File: src/rtl/pla_tt_pkg.sv
// Shared types and sizing helpers for the PLA truth-table sweeper.
package pla_tt_pkg;

    typedef enum logic [1:0] {
        IDLE  = 2'd0,
        SWEEP = 2'd1,
        DRAIN = 2'd2,
        DONE  = 2'd3
    } state_t;

    // Number of truth-table entries for an n-input function.
    function automatic int tt_width(input int n);
        return 2 ** n;
    endfunction

    // A full-ones table of 2**n entries needs n+1 bits to count.
    function automatic int ones_width(input int n);
        return n + 1;
    endfunction

    localparam int PLA_N_IN   = 6;
    localparam int PLA_ONES_W = ones_width(PLA_N_IN);

endpackage

File: src/rtl/pla_tt_tagpipe.sv
// LATENCY-deep valid+index delay line that lines each captured y_in up with
// the index that produced it. Collapses to plain wires when LATENCY is 0.
module pla_tt_tagpipe #(
    parameter int LATENCY = 0,
    parameter int IDX_W   = 6
) (
    input  logic             clk,
    input  logic             rst_n,
    input  logic             flush,
    input  logic             in_vld,
    input  logic [IDX_W-1:0] in_idx,
    output logic             out_vld,
    output logic [IDX_W-1:0] out_idx,
    output logic             pending
);

    if (LATENCY == 0) begin : g_wire
        logic unused_ctl;
        assign unused_ctl = ^{clk, rst_n, flush};
        assign out_vld    = in_vld;
        assign out_idx    = in_idx;
        assign pending    = 1'b0;
    end else begin : g_pipe
        logic [LATENCY-1:0] vld_p;
        logic [IDX_W-1:0]   idx_p [LATENCY];

        // Valid bits: the only state here that needs reset and flush.
        always_ff @(posedge clk or negedge rst_n) begin
            if (!rst_n) begin
                vld_p <= '0;
            end else if (flush) begin
                vld_p <= '0;
            end else begin
                for (int i = LATENCY - 1; i > 0; i--) begin
                    vld_p[i] <= vld_p[i-1];
                end
                vld_p[0] <= in_vld;
            end
        end

        // Index tags ride alongside; only meaningful where vld_p is set.
        always_ff @(posedge clk) begin
            for (int i = LATENCY - 1; i > 0; i--) begin
                idx_p[i] <= idx_p[i-1];
            end
            idx_p[0] <= in_idx;
        end

        // Entries still in flight ahead of the output stage.
        always_comb begin
            pending = 1'b0;
            for (int i = 0; i < LATENCY - 1; i++) begin
                pending = pending | vld_p[i];
            end
        end

        assign out_vld = vld_p[LATENCY-1];
        assign out_idx = idx_p[LATENCY-1];
    end

endmodule

File: src/rtl/pla_tt_sweeper.sv
// Sweeps all 2**N_IN input vectors through an external function block,
// captures its truth table, counts ones and compares against EXPECTED.
// Optional build macro PLA_FIRST_MISMATCH_EN adds mm_idx/mm_vld, which
// latch the index of the first sample that differs from EXPECTED.
module pla_tt_sweeper
    import pla_tt_pkg::*;
#(
    parameter int                          N_IN     = PLA_N_IN,
    parameter int                          LATENCY  = 0,
    parameter logic [tt_width(N_IN)-1:0]   EXPECTED = '0
) (
    input  logic                           clk,
    input  logic                           rst_n,
    input  logic                           start,
    input  logic                           abort,
    output logic [N_IN-1:0]                x_out,
    input  logic                           y_in,
    output logic                           busy,
    output logic                           done,
    output logic [tt_width(N_IN)-1:0]      tt,
    output logic [ones_width(N_IN)-1:0]    ones_count,
    output logic                           match,
    output logic                           done_seen
`ifdef PLA_FIRST_MISMATCH_EN
    ,
    output logic [N_IN-1:0]                mm_idx,
    output logic                           mm_vld
`endif
);

    localparam int              TT_W    = tt_width(N_IN);
    localparam int              ONES_W  = ones_width(N_IN);
    localparam logic [N_IN:0]   IDX_END = (N_IN + 1)'(TT_W);
    localparam logic [N_IN:0]   IDX_ONE = (N_IN + 1)'(1);
    localparam logic [ONES_W-1:0] CNT_ONE = ONES_W'(1);

    state_t              state_q, state_d;
    logic [N_IN:0]       idx_q;      // next index to issue; extra bit marks the end
    logic                accept, stop, issue;
    logic                tap_vld, pending, wr;
    logic [N_IN-1:0]     tap_idx;
    logic [TT_W-1:0]     tt_d;
    logic [ONES_W-1:0]   ones_d;

    assign accept = start && !abort && (state_q == IDLE || state_q == DONE);
    assign stop   = abort && (state_q == SWEEP || state_q == DRAIN);
    assign issue  = (state_q == SWEEP);
    assign wr     = tap_vld && !stop;

    pla_tt_tagpipe #(
        .LATENCY (LATENCY),
        .IDX_W   (N_IN)
    ) u_tagpipe (
        .clk     (clk),
        .rst_n   (rst_n),
        .flush   (stop),
        .in_vld  (issue),
        .in_idx  (x_out),
        .out_vld (tap_vld),
        .out_idx (tap_idx),
        .pending (pending)
    );

    // State register.
    always_ff @(posedge clk or negedge rst_n) begin
        if (!rst_n) state_q <= IDLE;
        else        state_q <= state_d;
    end

    // Next-state and status outputs.
    always_comb begin
        state_d = state_q;
        busy    = 1'b0;
        done    = 1'b0;
        case (state_q)
            IDLE: begin
                if (accept) state_d = SWEEP;
            end
            SWEEP: begin
                busy = 1'b1;
                if (abort)                 state_d = IDLE;
                else if (idx_q == IDX_END) state_d = (LATENCY == 0) ? DONE : DRAIN;
            end
            DRAIN: begin
                busy = 1'b1;
                if (abort)        state_d = IDLE;
                else if (!pending) state_d = DONE;
            end
            DONE: begin
                done    = 1'b1;
                state_d = accept ? SWEEP : IDLE;
            end
            default: state_d = IDLE;
        endcase
    end

    // Index issue: x_out steps once per SWEEP cycle and holds after the last one.
    always_ff @(posedge clk or negedge rst_n) begin
        if (!rst_n) begin
            idx_q <= '0;
            x_out <= '0;
        end else if (accept) begin
            idx_q <= IDX_ONE;
            x_out <= '0;
        end else if (issue && !abort && idx_q != IDX_END) begin
            idx_q <= idx_q + IDX_ONE;
            x_out <= idx_q[N_IN-1:0];
        end
    end

    // Next table/count: cleared on an accepted start, else written from the tap.
    always_comb begin
        tt_d   = tt;
        ones_d = ones_count;
        if (accept) begin
            tt_d   = '0;
            ones_d = '0;
        end else if (wr) begin
            tt_d[tap_idx] = y_in;
            if (y_in) ones_d = ones_count + CNT_ONE;
        end
    end

    // Result registers; match is taken from the next table so it is ready in the done cycle.
    always_ff @(posedge clk or negedge rst_n) begin
        if (!rst_n) begin
            tt         <= '0;
            ones_count <= '0;
            match      <= 1'b0;
            done_seen  <= 1'b0;
        end else begin
            tt         <= tt_d;
            ones_count <= ones_d;
            match      <= (tt_d == EXPECTED);
            if (accept || stop)      done_seen <= 1'b0;
            else if (state_d == DONE) done_seen <= 1'b1;
        end
    end

`ifdef PLA_FIRST_MISMATCH_EN
    // First-mismatch capture; later mismatches leave the latched index alone.
    always_ff @(posedge clk or negedge rst_n) begin
        if (!rst_n) begin
            mm_idx <= '0;
            mm_vld <= 1'b0;
        end else if (accept) begin
            mm_idx <= '0;
            mm_vld <= 1'b0;
        end else if (wr && !mm_vld && (y_in != EXPECTED[tap_idx])) begin
            mm_idx <= tap_idx;
            mm_vld <= 1'b1;
        end
    end
`endif

endmodule

File: config.mk
export PLATFORM = sky130hd
export DESIGN_NAME = pla_tt_sweeper
export DESIGN_NICKNAME = d
export VERILOG_FILES = /design/src/rtl/pla_tt_pkg.sv /design/src/rtl/pla_tt_tagpipe.sv /design/src/rtl/pla_tt_sweeper.sv
export SDC_FILE = /design/constraint.sdc
export NUM_CORES = 1
export LEC_CHECK = 0
export ABC_CLOCK_PERIOD_IN_PS = 2720
export BUFFER_PORTS_ARGS = -buffer_cell sky130_fd_sc_hd__buf_2
export CAP_MARGIN = 15
export CELL_PAD_IN_SITES_DETAIL_PLACEMENT = 1
export CELL_PAD_IN_SITES_GLOBAL_PLACEMENT = 1
export CORE_ASPECT_RATIO = 1.2
export CORE_UTILIZATION = 43
export DETAILED_ROUTE_END_ITERATION = 12
export MAX_ROUTING_LAYER = met4
export PLACE_DENSITY = 0.78
export SLEW_MARGIN = 25
export SYNTH_ARGS = -nofsm -noshare
export SYNTH_HDL_FRONTEND = slang
export SYNTH_SLANG_ARGS = --single-unit
export TNS_END_PERCENT = 50
File: constraint.sdc
create_clock -name clk -period 2.72 [get_ports clk]
set_input_delay 0.272 -clock clk [delete_from_list [all_inputs] [get_ports clk]]
set_output_delay 0.272 -clock clk [all_outputs]
set_load 0.01 [all_outputs]
==> metrics.csv, run 1 <==
metric,value,unit
status,"complete, no violations",
crit_end,match,
criticalPathCategory,flop to flop,
synth_area,4490,um^2
cts_tree,built,
cpLargestDelayFamily,simple AND/OR/NAND/NOR gates,
wl_met2,7930,um
height_of_the_die,114,um
antenna_found_initial,0,
synthCells,436,
drt-vias-per-instance,5.95,
count_of_routing_violations_after_the_opening_detailed_route_iteration,289,
netlist.top_cell.by_area,sky130_fd_sc_hd__dfrtp_1,
layout.core_utilization,58.4,%
postRouteWirelength,14900,um
power_density,695,nW/um^2
uppermost_signal_routing_layer_after_detailed_routing,met4,
numCtsBuffers,9,
synth_seq_cells,88,
drtAntennaViolNets,0,
netlist_top_cells_area,"sky130_fd_sc_hd__dfrtp_1, sky130_fd_sc_hd__mux2i_1, sky130_fd_sc_hd__nand2_1",
power.total,4.09,mW
achievable-frequency,0.371,GHz
grt_pass1_wl,22400,um
place_ws,-193,ps
die-width,95.3,um
placeableCoreArea,10100,um^2
worst_ep_required_time,2980,ps
yosys_most_used_dff,sky130_fd_sc_hd__dfrtp_1,
clk_root_buffer_cell,sky130_fd_sc_hd__clkbuf_16,
floorplan.die_area,10900,um^2
worst_r2r_startpoint,state_q[1],
route.layer.met1.wl,5960,um
post-dp-hpwl,9540,um
routabilityCongestion,0.834,
critical_path_buf_inv_count,3,
critPathLaunchType,flop,
ys_warn_count,0,
fin_crit_sh,99.1,%
timing.final.hold_violations,0,
layout-drive-gt1-share,32.9,%
initial_core_util,44.6,%
globalRouteTotalUtil,28.4,%
worstPathMaxFanout,10,
detailedRoute.firstPassIterationCount,4,
io_pins,86,
setup_viol,0,
hold_path_class,input port to flop,
report.final.slew_viol_count,0,
syn-num-nets,448,
finalClockSkew,6.31,ps
worst_margin_slew,735,ps
power.leakage,3.11,nW
cap_viol_max_count,0,
rr_worst_depth,10,
share_of_synthesized_flip_flops_with_an_asynchronous_set_or_reset,100,%
edff_count_synth,0,
cts.sinks,88,
cts_max_path_buffers,2,
synth_cell_types,45,
gr-total-overflow,0,
syn-mean-instance-area,10.3,um^2
worst_r2r_endpoint,match,
areaGrowthSynthToFinish,30.8,%
port_buffers,85,
critical_path.most_common_cell,sky130_fd_sc_hd__buf_4,
vias,4061,
period_minus_slack,2700,ps
max-slew-margin-rel,50.3,%
route.detailed.drc,0,
first_global_vias,4164,
fillCellCount,1109,
met3_wirelength,596,um
timing.critical_path.cells,"inv_2, ha_4, buf_4, nor4b_1, buf_4, nand2_1, mux2i_1, nor4_1, nand4_1, nor4_2",
cts_htree_levels,3,
critical_path_launch_point,state_q[1],
cp_slowest_stage_delay,450,ps
end_kind,flop,
cp.arrival,2950,ps
vdd_ir_drop_max,0.336,mV
critical_path_cell_count,10,
worst_slack,24.5,ps
reg2reg_slack,20,ps
diodes,0,
cp_slowest_cell,sky130_fd_sc_hd__nor4b_1,
post-synth-top-area-fraction,49.0,%
clk_transition_reported_paths,70,ps
wl_per_cell,21.9,um
num-nets-final,565,
yosysSeqAreaShare,49.0,%
clk_latency,350,ps
pin_count_of_the_biggest_net_entering_global_routing,47,
row_count,40,
## Yosys cell counts, types with 2 or more instances
cell type	number
sky130_fd_sc_hd__nand2b_1	5
sky130_fd_sc_hd__nor4_2	3
sky130_fd_sc_hd__buf_2	12
sky130_fd_sc_hd__and4b_1	2
sky130_fd_sc_hd__nor4bb_1	9
sky130_fd_sc_hd__o21ai_0	3
sky130_fd_sc_hd__nand4b_1	4
sky130_fd_sc_hd__nand4_1	5
sky130_fd_sc_hd__and3_1	4
sky130_fd_sc_hd__o31ai_1	16
sky130_fd_sc_hd__inv_1	5
sky130_fd_sc_hd__o211ai_2	2
sky130_fd_sc_hd__xor2_1	7
sky130_fd_sc_hd__nand3_1	7
sky130_fd_sc_hd__dfrtp_1	88
sky130_fd_sc_hd__clkbuf_1	13
sky130_fd_sc_hd__nand2_1	100
sky130_fd_sc_hd__nor4b_1	6
sky130_fd_sc_hd__xnor2_1	5
sky130_fd_sc_hd__buf_6	5
sky130_fd_sc_hd__nor2_1	20
sky130_fd_sc_hd__a21oi_1	5
sky130_fd_sc_hd__ha_1	7
sky130_fd_sc_hd__mux2i_1	53
sky130_fd_sc_hd__nor4_1	16
sky130_fd_sc_hd__o211ai_1	14
sky130_fd_sc_hd__nand4bb_1	2
## area by class of cell
class	count	area, um^2	share of cell area, %
clock buffers	10	239	4.07
multi-input cells	311	2220	37.7
well taps	126	158	2.68
inverters	5	18.8	0.319
flip-flops and latches	88	2200	37.5
clock inverters	5	105	1.79
repair buffers	138	935	15.9
## per-stage QoR
stage	area, um^2	hold WS (ps)	cells	TNS, ps
final	5880	276	683	0
after CTS	5690	285	675	0
after floorplan	4490	-23.6	436	0
after global placement	5280	310	658	-36.7
after global routing	5880	299	683	-63.2
after detailed placement	5280	325	658	-193
## flip-flops by register name, summed over array words and instances (netlist names)
register    cells
state_q         2
ones_count      7
match           1
x_out           6
tt             64
idx_q           7
done_seen       1
## placed cells by master (no fill, tap or decap), types with 3 or more instances in the layout
master                      instances
sky130_fd_sc_hd__xor2_1             7
sky130_fd_sc_hd__o21ai_0            3
sky130_fd_sc_hd__inv_1              3
sky130_fd_sc_hd__nor4bb_2           4
sky130_fd_sc_hd__nor2_1            20
sky130_fd_sc_hd__and3_1             4
sky130_fd_sc_hd__nor4b_1            4
sky130_fd_sc_hd__o31ai_1           15
sky130_fd_sc_hd__ha_1               5
sky130_fd_sc_hd__clkbuf_16          9
sky130_fd_sc_hd__buf_12             5
sky130_fd_sc_hd__buf_2             84
sky130_fd_sc_hd__xnor2_1            5
sky130_fd_sc_hd__nand2_1          100
sky130_fd_sc_hd__dfrtp_1           87
sky130_fd_sc_hd__nand4_1            5
sky130_fd_sc_hd__nor4_2             8
sky130_fd_sc_hd__mux2i_1           52
sky130_fd_sc_hd__a21oi_1            5
sky130_fd_sc_hd__o211ai_1          14
sky130_fd_sc_hd__nor4_1            11
sky130_fd_sc_hd__nand3_1            7
sky130_fd_sc_hd__nor4bb_1           5
sky130_fd_sc_hd__nand2b_1           5
sky130_fd_sc_hd__nand4b_1           4
sky130_fd_sc_hd__bufinv_16          3
sky130_fd_sc_hd__buf_4             45
## worst min path at each step
stage          start             to  cells past startpoint
6_report        y_in  ones_count[1]                      3
5_1_grt         y_in  ones_count[1]                      3
4_1_cts         y_in  ones_count[1]                      3
3_5_place_dp   rst_n       idx_q[5]                      1
3_3_place_gp   rst_n       idx_q[5]                      1
2_1_floorplan  rst_n      done_seen                      0
## metal layers
metal,track usage (%),vias up
li1,-,1785
met1,32.8,2121
met2,48.3,124
met3,5.67,31
met4,10.2,0
met5,-,-
## worst min-delay path: cells and delay by family
kind	cells	cell delay, ps
buf+inv	1	160
simple gates	1	100
compound gates	1	60
## repair_timing
| item | CTS | global route |
|---|---|---|
| hold buffers | 1 | 0 |
| hold endpoints to repair | 42 | 0 |
| setup buffers | 0 | 8 |
| gates resized for setup | 5 | 20 |
| setup endpoints to repair | 1 | 1 |
| pin swaps | 2 | 9 |
| cloned | 1 | 0 |
## power breakdown
part           leakage (nW)  total (mW)  internal, mW  switching (mW)
Clock                 0.161        1.46         0.918           0.540
Combinational          1.74        1.09         0.490           0.604
Sequential             1.21        1.53          1.40           0.139
Total                  3.11        4.09          2.80            1.28
## kinds of logic (layout without fill, tap and decap cells)
kind of cell | after synthesis | count (layout) | synth area share, %
mux | 53 | 53 | 11.8
simple gates | 192 | 192 | 22.7
fa+ha+maj | 7 | 7 | 1.95
flops | 88 | 88 | 49.0
compound gates | 47 | 47 | 7.83
buf+inv | 37 | 158 | 4.35
xor+xnor | 12 | 12 | 2.34
Note: power is estimated with default switching activity, not from simulation.
==> inputs of run 2 (changes only) <==
Settings changed: CORE_MARGIN set to 4.
==> run 2 against run 1 <==
Effect of this change: final cell count fell by 1.0%; clock skew fell by 1.4 ps; largest power group unchanged; flip-flop and latch count did not move; sequential power barely moved; largest cell class is now registers.
==> metrics.csv, run 2 (synthesized netlist as in run 1, its figures left out) <==
metric,value,unit,change
clk_transition_reported_paths,60,ps,was 70 ps
end_kind,flop,,unchanged
max-slew-margin-rel,59.5,%,was 50.3%
route.detailed.drc,0,,unchanged
die-width,101,um,was 95.3 um
pin_count_of_the_biggest_net_entering_global_routing,47,,unchanged
clk_root_buffer_cell,sky130_fd_sc_hd__clkbuf_16,,unchanged
worstPathMaxFanout,16,,was 10
count_of_routing_violations_after_the_opening_detailed_route_iteration,221,,was 289
port_buffers,85,,unchanged
largest_reg_flops,64,,unchanged
vias,3840,,"was 4,061"
cts.sinks,88,,unchanged
sw_ratio,32.4,%,was 31.4%
cts_max_path_buffers,2,,unchanged
final_area,5690,um^2,was 5880 um^2
placeableCoreArea,10100,um^2,about the same
fin_crit_sh,95.1,%,was 99.1%
drtAntennaViolNets,0,,unchanged
comb_power_share,26.8,%,about the same
cp_slowest_stage_delay,440,ps,was 450 ps
routabilityCongestion,0.861,,was 0.834
io_pins,86,,unchanged
worst_r2r_startpoint,state_q[0],,was state_q[1]
post-dp-hpwl,9870,um,was 9540 um
critical_path.most_common_cell,sky130_fd_sc_hd__nor4_2,,was sky130_fd_sc_hd__buf_4
worst_slack,134,ps,was 24.5 ps
rsz0062_at_grt,false,,
globalRouteTotalUtil,23.7,%,was 28.4%
vdd_ir_drop_max,0.291,mV,was 0.336 mV
dp_cells,660,,was 658
wl_per_cell,20.1,um,was 21.9 um
global_route.usage.met1,28.4,%,was 32.8%
worst_hold_path.endpoint,ones_count[1],,unchanged
height_of_the_die,120,um,was 114 um
layout-drive-gt1-share,31.5,%,was 32.9%
timing.critical_path.cells,"inv_2, ha_4, or3b_4, buf_12, buf_4, nand2_1, mux2i_2, nor4_2, nand4_1, nor4_2",,"was inv_2, ha_4, buf_4, nor4b_1, buf_4, nand2_1, mux2i_1, nor4_1, nand4_1, nor4_2"
finalClockSkew,4.94,ps,was 6.31 ps
postRouteWirelength,13600,um,"was 14,900 um"
min_delay_path_depth,3,,unchanged
layout.cells.most_common,sky130_fd_sc_hd__nand2_1,,unchanged
timing.final.hold_violations,0,,unchanged
cp.arrival,2820,ps,was 2950 ps
power_density,648,nW/um^2,was 695 nW/um^2
cts_tree,built,,unchanged
hold_start,y_in,,unchanged
largest-register,tt,,unchanged
row_count,40,,unchanged
rr_worst_depth,10,,unchanged
num-nets-final,558,,was 565
numCtsBuffers,9,,unchanged
diodes,0,,unchanged
achievable-frequency,0.387,GHz,was 0.371 GHz
floorplan.die_area,12100,um^2,"was 10,900 um^2"
grt_pass1_wl,22000,um,"was 22,400 um"
cap_viol_max_count,0,,unchanged
criticalPathCategory,flop to flop,,unchanged
fillCellCount,1125,,"was 1,109"
worst_r2r_endpoint,match,,unchanged
place_ws,-27.1,ps,was -193 ps
detailedRoute.firstPassIterationCount,4,,unchanged
initial_core_util,44.4,%,was 44.6%
worst_margin_slew,608,ps,was 735 ps
status,"complete, no violations",,unchanged
non_filler_cells_final,676,,was 683
first_global_vias,4173,,"was 4,164"
cts.repair_timing.setup_buffer_count,0,,unchanged
power.internal,2.49,mW,was 2.80 mW
clk_latency,340,ps,was 350 ps
report.final.slew_viol_count,0,,unchanged
power.share.clock,31.5,%,was 35.7%
worst_ep_required_time,2960,ps,was 2980 ps
setup_viol,0,,unchanged
power_frac_seq,41.8,%,was 37.6%
gr-total-overflow,0,,unchanged
placed_cell_area,5290,um^2,was 5280 um^2
most_frequent_cells_in_the_layout,"sky130_fd_sc_hd__nand2_1, sky130_fd_sc_hd__dfrtp_1, sky130_fd_sc_hd__buf_2, sky130_fd_sc_hd__mux2i_1, sky130_fd_sc_hd__buf_4",,unchanged
period_minus_slack,2590,ps,was 2700 ps
areaGrowthSynthToFinish,26.7,%,was 30.8%
globalRoute.busiestLayer,met2,,unchanged
drt-vias-per-instance,5.68,,was 5.95
power.leakage,3.03,nW,was 3.11 nW
power.switching,1.19,mW,was 1.28 mW
cp_slowest_cell,sky130_fd_sc_hd__or3b_4,,was sky130_fd_sc_hd__nor4b_1
reg2reg_slack,130,ps,was 20 ps
registers_with_the_most_flip_flops,"tt (64), idx_q (7), ones_count (7)",,unchanged
critPathLaunchType,flop,,unchanged
hold_path_class,input port to flop,,unchanged
cts_htree_levels,3,,unchanged
met3_usage,3.43,%,was 5.67%
grt_util_met2,40.1,%,was 48.3%
antenna_found_initial,0,,unchanged
==> run 2: area by class of cell <==
class,instances,area [um^2],share of cell area [%]
clock buffer,12,256,4.51
inverter,5,18.8,0.330
sequential,88,2200,38.7
multi-input combinational,311,2190,38.5
timing repair buffer,131,842,14.8
clock inverter,3,17.5,0.308
tap,126,158,2.77
==> run 2: worst max-delay path: cells and delay by family (launching register included) <==
| family | cells | cell delay (ps) |
|---|---|---|
| fa+ha+maj | 1 | 200 |
| buf+inv | 3 | 440 |
| flops | 1 | 390 |
| mux | 1 | 80 |
| simple gates | 5 | 1380 |
==> run 2: power by group through the flow <==
stage               clock network, mW  logic, mW  registers (mW)
floorplan                           0      0.541            1.52
detailed placement                  0      0.911            1.55
CTS                              1.18      0.943            1.53
global route                     1.24       1.07            1.56
global placement                    0      0.881            1.55
finish                           1.16      0.987            1.54
==> run 2: how the worst max path moves through the flow <==
stage	startpoint	to	slack [ps]	cells past startpoint
6_report	state_q[0]	match	130	10
5_1_grt	state_q[0]	match	10	10
4_1_cts	state_q[0]	match	70	10
3_5_place_dp	state_q[0]	match	-30	9
3_3_place_gp	state_q[0]	match	40	9
2_1_floorplan	state_q[1]	match	250	11
==> run 2: repair_timing <==
action,CTS,global route
pin swaps,1,4
hold endpoints to repair,45,0
setup endpoints to repair,1,1
gates resized for setup,6,17
hold buffers,1,0
gates cloned,0,0
==> run 2: routing by layer <==
layer | up-vias | wire length [um]
met5 | - | 0
met2 | 100 | 7230
met3 | 18 | 499
met1 | 1947 | 5640
met4 | 0 | 244
li1 | 1775 | -
==> run 2: stage by stage <==
step           total power [mW]  setup TNS, ps  hold slack [ps]  util (%)
4_1_cts                    3.66              0              288      55.5
6_report                   3.69              0              289      56.3
3_5_place_dp               2.47          -27.1              330      52.4
2_1_floorplan              2.06              0            -23.6         -
3_3_place_gp               2.43              0              317      52.4
5_1_grt                    3.86              0              295      56.3
